### config.mk
export PLATFORM = sky130hd
export DESIGN_NAME = fifo_uart_tx
export DESIGN_NICKNAME = d
export VERILOG_FILES = /design/src/rtl/uart_pkg.sv /design/src/rtl/baud_counter.sv /design/src/rtl/fifo_uart_tx.sv
export SDC_FILE = /design/constraint.sdc
export NUM_CORES = 1
export LEC_CHECK = 0
export CAP_MARGIN = 20
export CORE_ASPECT_RATIO = 0.5
export CORE_UTILIZATION = 40
export CTS_BUF_LIST = sky130_fd_sc_hd__clkbuf_8
export DETAILED_ROUTE_END_ITERATION = 10
export PLACE_DENSITY = 0.68
export SLEW_MARGIN = 20
export SYNTH_ARGS = -nofsm -noshare
export SYNTH_HDL_FRONTEND = slang
export SYNTH_SLANG_ARGS = --single-unit
export TNS_END_PERCENT = 20
### constraint.sdc
create_clock -name clk -period 2.4 [get_ports clk]
set_input_delay 0.48 -clock clk [delete_from_list [all_inputs] [get_ports clk]]
set_output_delay 0.48 -clock clk [all_outputs]
set_load 0.1 [all_outputs]
### src/rtl/uart_pkg.sv
`default_nettype none
// +--------------------------------------------------------------+
// | uart_pkg: shared TX state type and default framing constants |
// | Rev 1.0                                                      |
// +--------------------------------------------------------------+
package uart_pkg;

  localparam int unsigned c_CLKS_PER_BIT = 434;  // 50 MHz / 115200
  localparam int unsigned c_DW           = 8;

  typedef enum logic [2:0] {
    IDLE  = 3'd0,
    LOAD  = 3'd1,
    START = 3'd2,
    DATA  = 3'd3,
    STOP  = 3'd4
  } tx_state_t;

endpackage
`default_nettype wire

### src/rtl/baud_counter.sv
`default_nettype none
// +--------------------------------------------------------------+
// | baud_counter: 0..CLKS_PER_BIT-1 counter with bit-end tick    |
// | Rev 1.0                                                      |
// +--------------------------------------------------------------+
module baud_counter
  import uart_pkg::*;
#(
  parameter int unsigned CLKS_PER_BIT = c_CLKS_PER_BIT
) (
  input  logic clk,
  input  logic rst,
  input  logic clear_i,
  input  logic enable_i,
  output logic tick_o
);

  localparam int unsigned          CW     = (CLKS_PER_BIT > 1) ? $clog2(CLKS_PER_BIT) : 1;
  localparam logic [CW-1:0]        c_LAST = CW'(CLKS_PER_BIT - 1);

  logic [CW-1:0] cnt_q, cnt_d;

  always_comb begin
    cnt_d = cnt_q;
    if (clear_i) begin
      cnt_d = '0;
    end else if (enable_i) begin
      cnt_d = (cnt_q == c_LAST) ? '0 : cnt_q + 1'b1;
    end
  end

  always_ff @(posedge clk) begin
    if (rst) begin
      cnt_q <= '0;
    end else begin
      cnt_q <= cnt_d;
    end
  end

  assign tick_o = enable_i && (cnt_q == c_LAST);

endmodule
`default_nettype wire

### src/rtl/fifo_uart_tx.sv
`default_nettype none
// +--------------------------------------------------------------+
// | fifo_uart_tx: pops bytes from a FIFO and sends them as 8N1   |
// | Rev 1.0                                                      |
// +--------------------------------------------------------------+
module fifo_uart_tx
  import uart_pkg::*;
#(
  parameter int unsigned CLKS_PER_BIT = c_CLKS_PER_BIT,
  parameter int unsigned DW           = c_DW
) (
  input  logic          clk,
  input  logic          rst,
  input  logic          fifo_empty_i,
  input  logic [DW-1:0] fifo_data_i,
  output logic          fifo_rd_en_o,
  output logic          tx_o,
  output logic          busy_o,
  output logic [15:0]   frames_o
);

  localparam int unsigned   BW         = (DW > 1) ? $clog2(DW) : 1;
  localparam logic [BW-1:0] c_LAST_BIT = BW'(DW - 1);

  tx_state_t     state_q, state_d;
  logic [DW-1:0] shift_q, shift_d;
  logic [BW-1:0] bit_q, bit_d;
  logic [15:0]   frames_q, frames_d;
  logic          tx_q, tx_d;
  logic          baud_tick;
  logic          baud_clear;
  logic          baud_en;

  assign baud_en    = (state_q == START) || (state_q == DATA) || (state_q == STOP);
  assign baud_clear = (state_d != state_q);

  baud_counter #(
    .CLKS_PER_BIT (CLKS_PER_BIT)
  ) u_baud (
    .clk      (clk),
    .rst      (rst),
    .clear_i  (baud_clear),
    .enable_i (baud_en),
    .tick_o   (baud_tick)
  );

  always_comb begin
    state_d  = state_q;
    shift_d  = shift_q;
    bit_d    = bit_q;
    frames_d = frames_q;
    case (state_q)
      IDLE:  if (!fifo_empty_i) state_d = LOAD;
      LOAD: begin
        shift_d = fifo_data_i;
        bit_d   = '0;
        state_d = START;
      end
      START: if (baud_tick) state_d = DATA;
      DATA: begin
        if (baud_tick) begin
          shift_d = shift_q >> 1;
          if (bit_q == c_LAST_BIT) state_d = STOP;
          else                     bit_d   = bit_q + 1'b1;
        end
      end
      STOP: begin
        if (baud_tick) begin
          state_d  = IDLE;
          frames_d = frames_q + 16'd1;
        end
      end
      default: state_d = IDLE;
    endcase

    // Line level is registered from the next state so tx_o lines up with state_q.
    case (state_d)
      START:   tx_d = 1'b0;
      DATA:    tx_d = shift_d[0];
      default: tx_d = 1'b1;
    endcase
  end

  always_ff @(posedge clk) begin
    if (rst) begin
      state_q  <= IDLE;
      shift_q  <= '0;
      bit_q    <= '0;
      frames_q <= '0;
      tx_q     <= 1'b1;
    end else begin
      state_q  <= state_d;
      shift_q  <= shift_d;
      bit_q    <= bit_d;
      frames_q <= frames_d;
      tx_q     <= tx_d;
    end
  end

  assign fifo_rd_en_o = (state_q == IDLE) && !fifo_empty_i && !rst;
  assign tx_o         = tx_q;
  assign busy_o       = (state_q != IDLE);
  assign frames_o     = frames_q;

endmodule
`default_nettype wire

==> reports/qor.yml <==
outcome:
  status: "finished, final reports clean"
clocking:
  clock_latency_ns: 0.29
  clockBufferDepth: 2
  cts_resized: 0
  cts_tree: "yes"
  cts_sinks: 40
  clkSlewWorstSetupHoldPaths_ns: 0.08
  cts_buffers: 5
  postCtsSetupRepairBufs: 0
  htreeDepth: 2
  cts_root_buf: "clkbuf_8"
  holdBufCountCts: 0
worst_setup_path:
  slowest_delay_ns: 0.42
  startpoint: "state_q[1]"
  arrival_ns: 1.65
  r2r_slack_ns: 0.28
  critPathKind: "reg2out"
  cpMaxStageDelayCell: "or3_4"
  r2r_end: "frames_o[12]"
  cp_cell_sequence: "buf_4 -> or3_4 -> nor3_4 -> buf_12"
  cp_data_required_time_ns: 1.92
  crit_fanout: 20
  r2r_cells: 5
  crit_path_start_kind: "register"
  worstReg2RegStart: "u_baud.cnt_q[0]"
  cp-end-kind: "output port"
synthesis:
  syn_avg_cell_area_sq_um: 8.41
  yosys.cell_types.count: 46
  synthSimpleGateAreaFrac: 0.276
  synthAdderAreaFrac: 0.0294
  synth_nets: 269
  synth_mux_area_frac: 0.0106
  synth_xor_area_frac: 0.0412
  yosys.area.top_type_share: 0.376
  synth_edf_count: 0
  synth_compound_area_frac: 0.207
  synth_top_family_by_area: "simple AND/OR/NAND/NOR gates"
  synth_area_sq_mm: 0.00213
  synthCells: 253
  netlist.top_cell.by_area: "dfxtp_1"
  yosys_warnings: 0
  yosys-top-cells-count: "dfxtp_1 (40), a21oi_1 (23), nor2_1 (21)"
  synth-main-ff-cell: "dfxtp_1"
  yosysSeqAreaShare: 0.376
  synth_most_common_cell: "dfxtp_1"
  async_reset_ff_frac: 0
  ys_seq_elements: 40
  synth_area_leaders: "dfxtp_1 (38%), a21oi_1 (5.4%), nor2_1 (3.7%)"
timing:
  finalMaxSlewViolations: 0
  achievable-frequency_ghz: 0.470
  setup_viol: 0
  worst_hold_slack_ns: 0.467
  finalCritPeriodShare: 0.887
  tightest_slew_ns: 0.603
  rsz0062_at_grt: "no"
  hold_viol: 0
  fin_ws_ns: 0.270
  min_period_ns: 2.13
  slew_headroom: 0.598
  finClkSkew_ns: 0.00461
place:
  routabilityCongestion: 0.897
  portBuffers: 29
  place_hpwl_um: 3560
  dpl.cell_count: 345
  pre_cts_ws_ns: 0.315
floorplanning:
  die_h_um: 53.6
  num_rows: 18
  die_w_um: 105
  start_util: 0.424
  ioPinCount: 30
  die-area_sq_mm: 0.00563
  core_sq_mm: 0.00502
power_and_ir_drop:
  pwr-share-seq: 0.465
  power_density_mw_per_mm2: 563
  comb_power_share: 0.125
  switching_share: 0.242
  peakVddDrop_uv: 260
  p_sw_mw: 0.357
  p_int_mw: 1.12
  p_leak_nw: 0.901
  clkPwrFrac: 0.410
routing:
  drcViolationCount: 0
  routedWlPerCell_um: 14.1
  ant_nets: 0
  wirelength_um: 4980
  drtIter0Drc: 150
  dr.pass1.iters: 4
  route.vias.total: 1998
  vias_per_cell: 5.66
global_routing:
  overflow: 0
  grt_max_degree: 21
  grt_usage: 0.188
  antenna_found_initial: 0
  grt_pass1_vias: 1740
  grt_first_pass_wirelength_um: 8310
finish:
  n_fill_cell: 478
  diodes: 0
  areaGrowthSynthToFinish_pct: 23.0
  drive_gt1_frac: 0.159
  final_cells: 353
  layout.nets: 298
worst_hold_path:
  hold_path_end: "shift_q[1]"
  hold_depth: 2
  hold_class: "reg2reg"
  min_from: "shift_q[1]"
run:
  max_cap_viol_count: 0
[sequential cells by signal, summed over array words and instances, names as in the netlist]
| name | flops |
|---|---|
| bit_q | 3 |
| frames_o | 16 |
| shift_q | 8 |
| state_q | 3 |
| tx_o | 1 |
| u_baud.cnt_q | 9 |
[worst max-delay path: cells and delay by family, from the launching register on]
kind,cells,cell delay [ns]
DFF,1,0.31
buffers and inverters,2,0.39
and+or+nand+nor,2,0.65
[logic make-up after synthesis]
group / Yosys count
buffers and inverters: 28
adders and majority gates: 5
DFF: 40
AOI/OAI and AO/OA: 66
and+or+nand+nor: 102
xor gates and xnor gates: 10
muxes: 2
[routing by layer]
metal  global-route usage  vias to the layer above  share of wire
met5                    0                        -              0
met3               0.0424                        3          0.053
li1                     -                     1006              -
met2                0.304                       48           0.44
met1                0.260                      941           0.50
met4               0.0493                        0         0.0060
[cells in the final DEF (no fill, tap or decap), drive strengths merged, types with 5 or more instances in the layout]
master         netlist  final
dfxtp               40     40
buf                  4     30
a21oi               23     23
nor2                21     21
nand2               13     13
or4                 11     11
inv                 10     10
o31ai               10     10
clkdlybuf4s50        0     10
nand3                9      9
nor3                 9      9
nand2b               8      8
clkbuf              14      7
o21ai                7      7
xor2                 6      6
nand4                6      6
a211oi               6      6
o41ai                5      5
ha                   5      5
[stage by stage]
stage                     area (sq um)  utilization  power (mW)  TNS [ns]
after floorplan                   2140            -       0.823    -0.346
after global placement            2490        0.496       0.880         0
after detailed placement          2490        0.496       0.884         0
after CTS                         2620        0.521        1.49         0
after global routing              2620        0.521        1.54         0
final                             2620        0.521        1.47         0
[power by group through the flow]
stage,Combinational (mW),Sequential (mW),Clock [mW]
floorplan,0.113,0.710,0
global route,0.199,0.687,0.650
finish,0.184,0.685,0.604
detailed placement,0.183,0.700,0
global placement,0.181,0.700,0
CTS,0.184,0.685,0.624
[cell type report]
cell class,instances,area (sq um),area share
tap,70,87.6,0.0334
sequential,40,801,0.306
inverter,10,37.5,0.0143
clock buffer,7,96.3,0.0368
timing repair buffer,40,350,0.134
multi-input combinational,185,1220,0.464
clock inverter,1,30.0,0.0115
[worst max path at each step]
stage | to
after floorplan | frames_o[13]
after global placement | frames_o[10]
after detailed placement | frames_o[12]
after CTS | fifo_rd_en_o
after global routing | frames_o[6]
final | fifo_rd_en_o
Power figures use the tool's default switching activity.
==> edit, RTL diff (same flow settings) <==
Change the package constant `c_CLKS_PER_BIT` from 434 to 217.
--- a/src/rtl/uart_pkg.sv
+++ b/src/rtl/uart_pkg.sv
@@ -7,3 +7,3 @@
 
-  localparam int unsigned c_CLKS_PER_BIT = 434;  // 50 MHz / 115200
+  localparam int unsigned c_CLKS_PER_BIT = 217;  // 50 MHz / 115200
   localparam int unsigned c_DW           = 8;
Check against the original RTL: no difference found for any inputs over 10 cycles, from zero or initial values and one cycle with rst high; that may be too few to reach the edited logic, so the function may still have changed.
==> edit against the original RTL <==
- global-route usage rose by 0.33 points
- setup slack improved by 0.017 ns
- wire length decreased by 6.4%
- final cell count shrank 9.1%
- non-clock buffer count decreased by 5
- area after synthesis decreased by 4.5%
- clock power fell by 29%
- power is 14% lower
- sequential power down 2%
- sequential cell count shrank 1
- synthesized cell count fell by 11%
- design area decreased by 6.2%
- via count decreased by 6.9%
- critical path type is now reg2reg
- largest power group unchanged
==> edit: results (changes against the original RTL) <==
[run_status]
status = complete, no violations

[worst_setup_path]
path_class = reg2reg
r2r_start = u_baud.cnt_q[0]
cp-endpoint = frames_o[15]
crit_path_max_fanout = 7  ; -65%
arrival_ns = 2.30  ; +0.65 ns
cp_top_family = simple AND/OR/NAND/NOR gates
rr_worst_depth = 6  ; +1
cpMaxStageDelayCell = nor4_1

[grt]
grt_pass1_vias = 1666  ; -4.3%
grt_max_degree = 28  ; +33%
gr-usage-met3_pct = 4.400  ; +0.16 points
grt_pass1_wl_um = 7852  ; -5.6%
track_usage_pct = 19.18  ; +0.33 points
met2_usage_pct = 31.44  ; +1.1 points
grtUsageMet1_pct = 25.30  ; -0.65 points
gr-total-overflow = 0  ; unchanged
antenna_found_initial = 0  ; unchanged

[placed_design]
dpl.cell_count = 313  ; -9.3%
dpl_cell_area_um2 = 2376  ; -4.7%
globalplace.congestion = 0.8185  ; -8.8%
dp_hpwl_um = 3269  ; -8.2%
port_buffers = 29  ; unchanged

[sta]
timing.hold.ws_ns = 0.4740  ; +0.007365 ns
skew_ns = 0.004189  ; -0.0004162 ns
slew_headroom_pct = 48.03  ; -12 points

[power_and_ir_drop]
ir_drop_uv = 238.4  ; -8.3%
intPower_w = 0.0009202  ; -18%
powerSeq_w = 0.000672  ; -2%
p_leak_nw = 0.9107  ; +1.1%
combPwrFrac_pct = 12.9  ; +0.4 points

[routing]
via_count = 1860  ; -6.9%
avgRoutedWirePerCell_um = 14.51  ; +3.0%
first_iter_violations = 97  ; -35%

[synthesis]
syn_area_per_cell_um2 = 8.996  ; +6.9%
synth_top_cell_area_share_pct = 38.40  ; +0.78 points
yosysWarnings = 0  ; unchanged
ys_seq_area_share_pct = 38.40  ; +0.78 points
ys.flop_type = dfxtp_1
synthTopCellsByCount = dfxtp_1 (39), nor2_1 (19), a21oi_1 (15)
synth_cell_type_count = 49  ; +6.5%
ys_top_cells_by_area = dfxtp_1 (38%), o31ai_1 (4.1%), a21oi_1 (3.7%), nor2_1 (3.5%), a22o_1 (3.4%)
synth_nets = 242  ; -10%
synthArstFlopShare_pct = 0  ; unchanged

[clocking]
cts-root-buf = clkbuf_8
post_cts_buffers = 0  ; unchanged
path_clk_slew_ns = 0.07
cts-resized-gates = 0  ; unchanged
ctsHtreeMaxLevel = 2  ; unchanged

[finish]
fill_cells = 448  ; -6.3%
layout_commonest_cell = dfxtp_1
nets = 270  ; -9.4%
drive_gt1_share_pct = 16.47  ; +0.57 points
num_antenna_cells = 0  ; unchanged
fin_cells = 321  ; -9.1%

[worst_hold_path]
min_path_type = reg2reg

## edit: cells by family after synthesis
group,synth area share [%]
mux,2.154
xor+xnor,4.308
buf+inv,4.430
flops,38.40
fa+ha+maj,3.077
simple gates,26.09
compound gates,21.54
## edit: worst min path at each step
stage / start / to / depth (start not counted)
final: shift_q[7] / shift_q[7] / 1
after global routing: shift_q[7] / shift_q[7] / 1
after CTS: shift_q[7] / shift_q[7] / 1
after detailed placement: shift_q[7] / shift_q[7] / 1
after global placement: shift_q[7] / shift_q[7] / 1
after floorplan: shift_q[1] / shift_q[1] / 1
## edit: area by class of cell
| class | instances | area (um2) | share of cell area (%) |
|---|---|---|---|
| well taps | 66 | 82.58 | 3.360 |
| clock inverters | 3 | 12.51 | 0.5092 |
| multi-input cells | 167 | 1177 | 47.91 |
| repair buffers | 35 | 312.8 | 12.73 |
| clock buffers | 5 | 68.82 | 2.800 |
| flip-flops and latches | 39 | 780.7 | 31.77 |
| inverters | 6 | 22.52 | 0.9165 |
## edit: per-layer routing
layer	share of wire, %	up-vias	routed length [um]
li1	-	918	-
met1	50	900	2323
met2	46	36	2120
met3	3.6	6	168
met4	0.99	0	46
met5	0	-	0
## edit: through the flow
stage	power, W	utilization (%)	setup WS [ns]
6_report	0.001260	53.00	0.2879
5_1_grt	0.001314	53.00	0.1738
4_1_cts	0.001270	53.00	0.3114
3_5_place_dp	0.0008488	51.24	0.2946
3_3_place_gp	0.0008457	51.24	0.3209
2_1_floorplan	0.0007949	-	0.01699
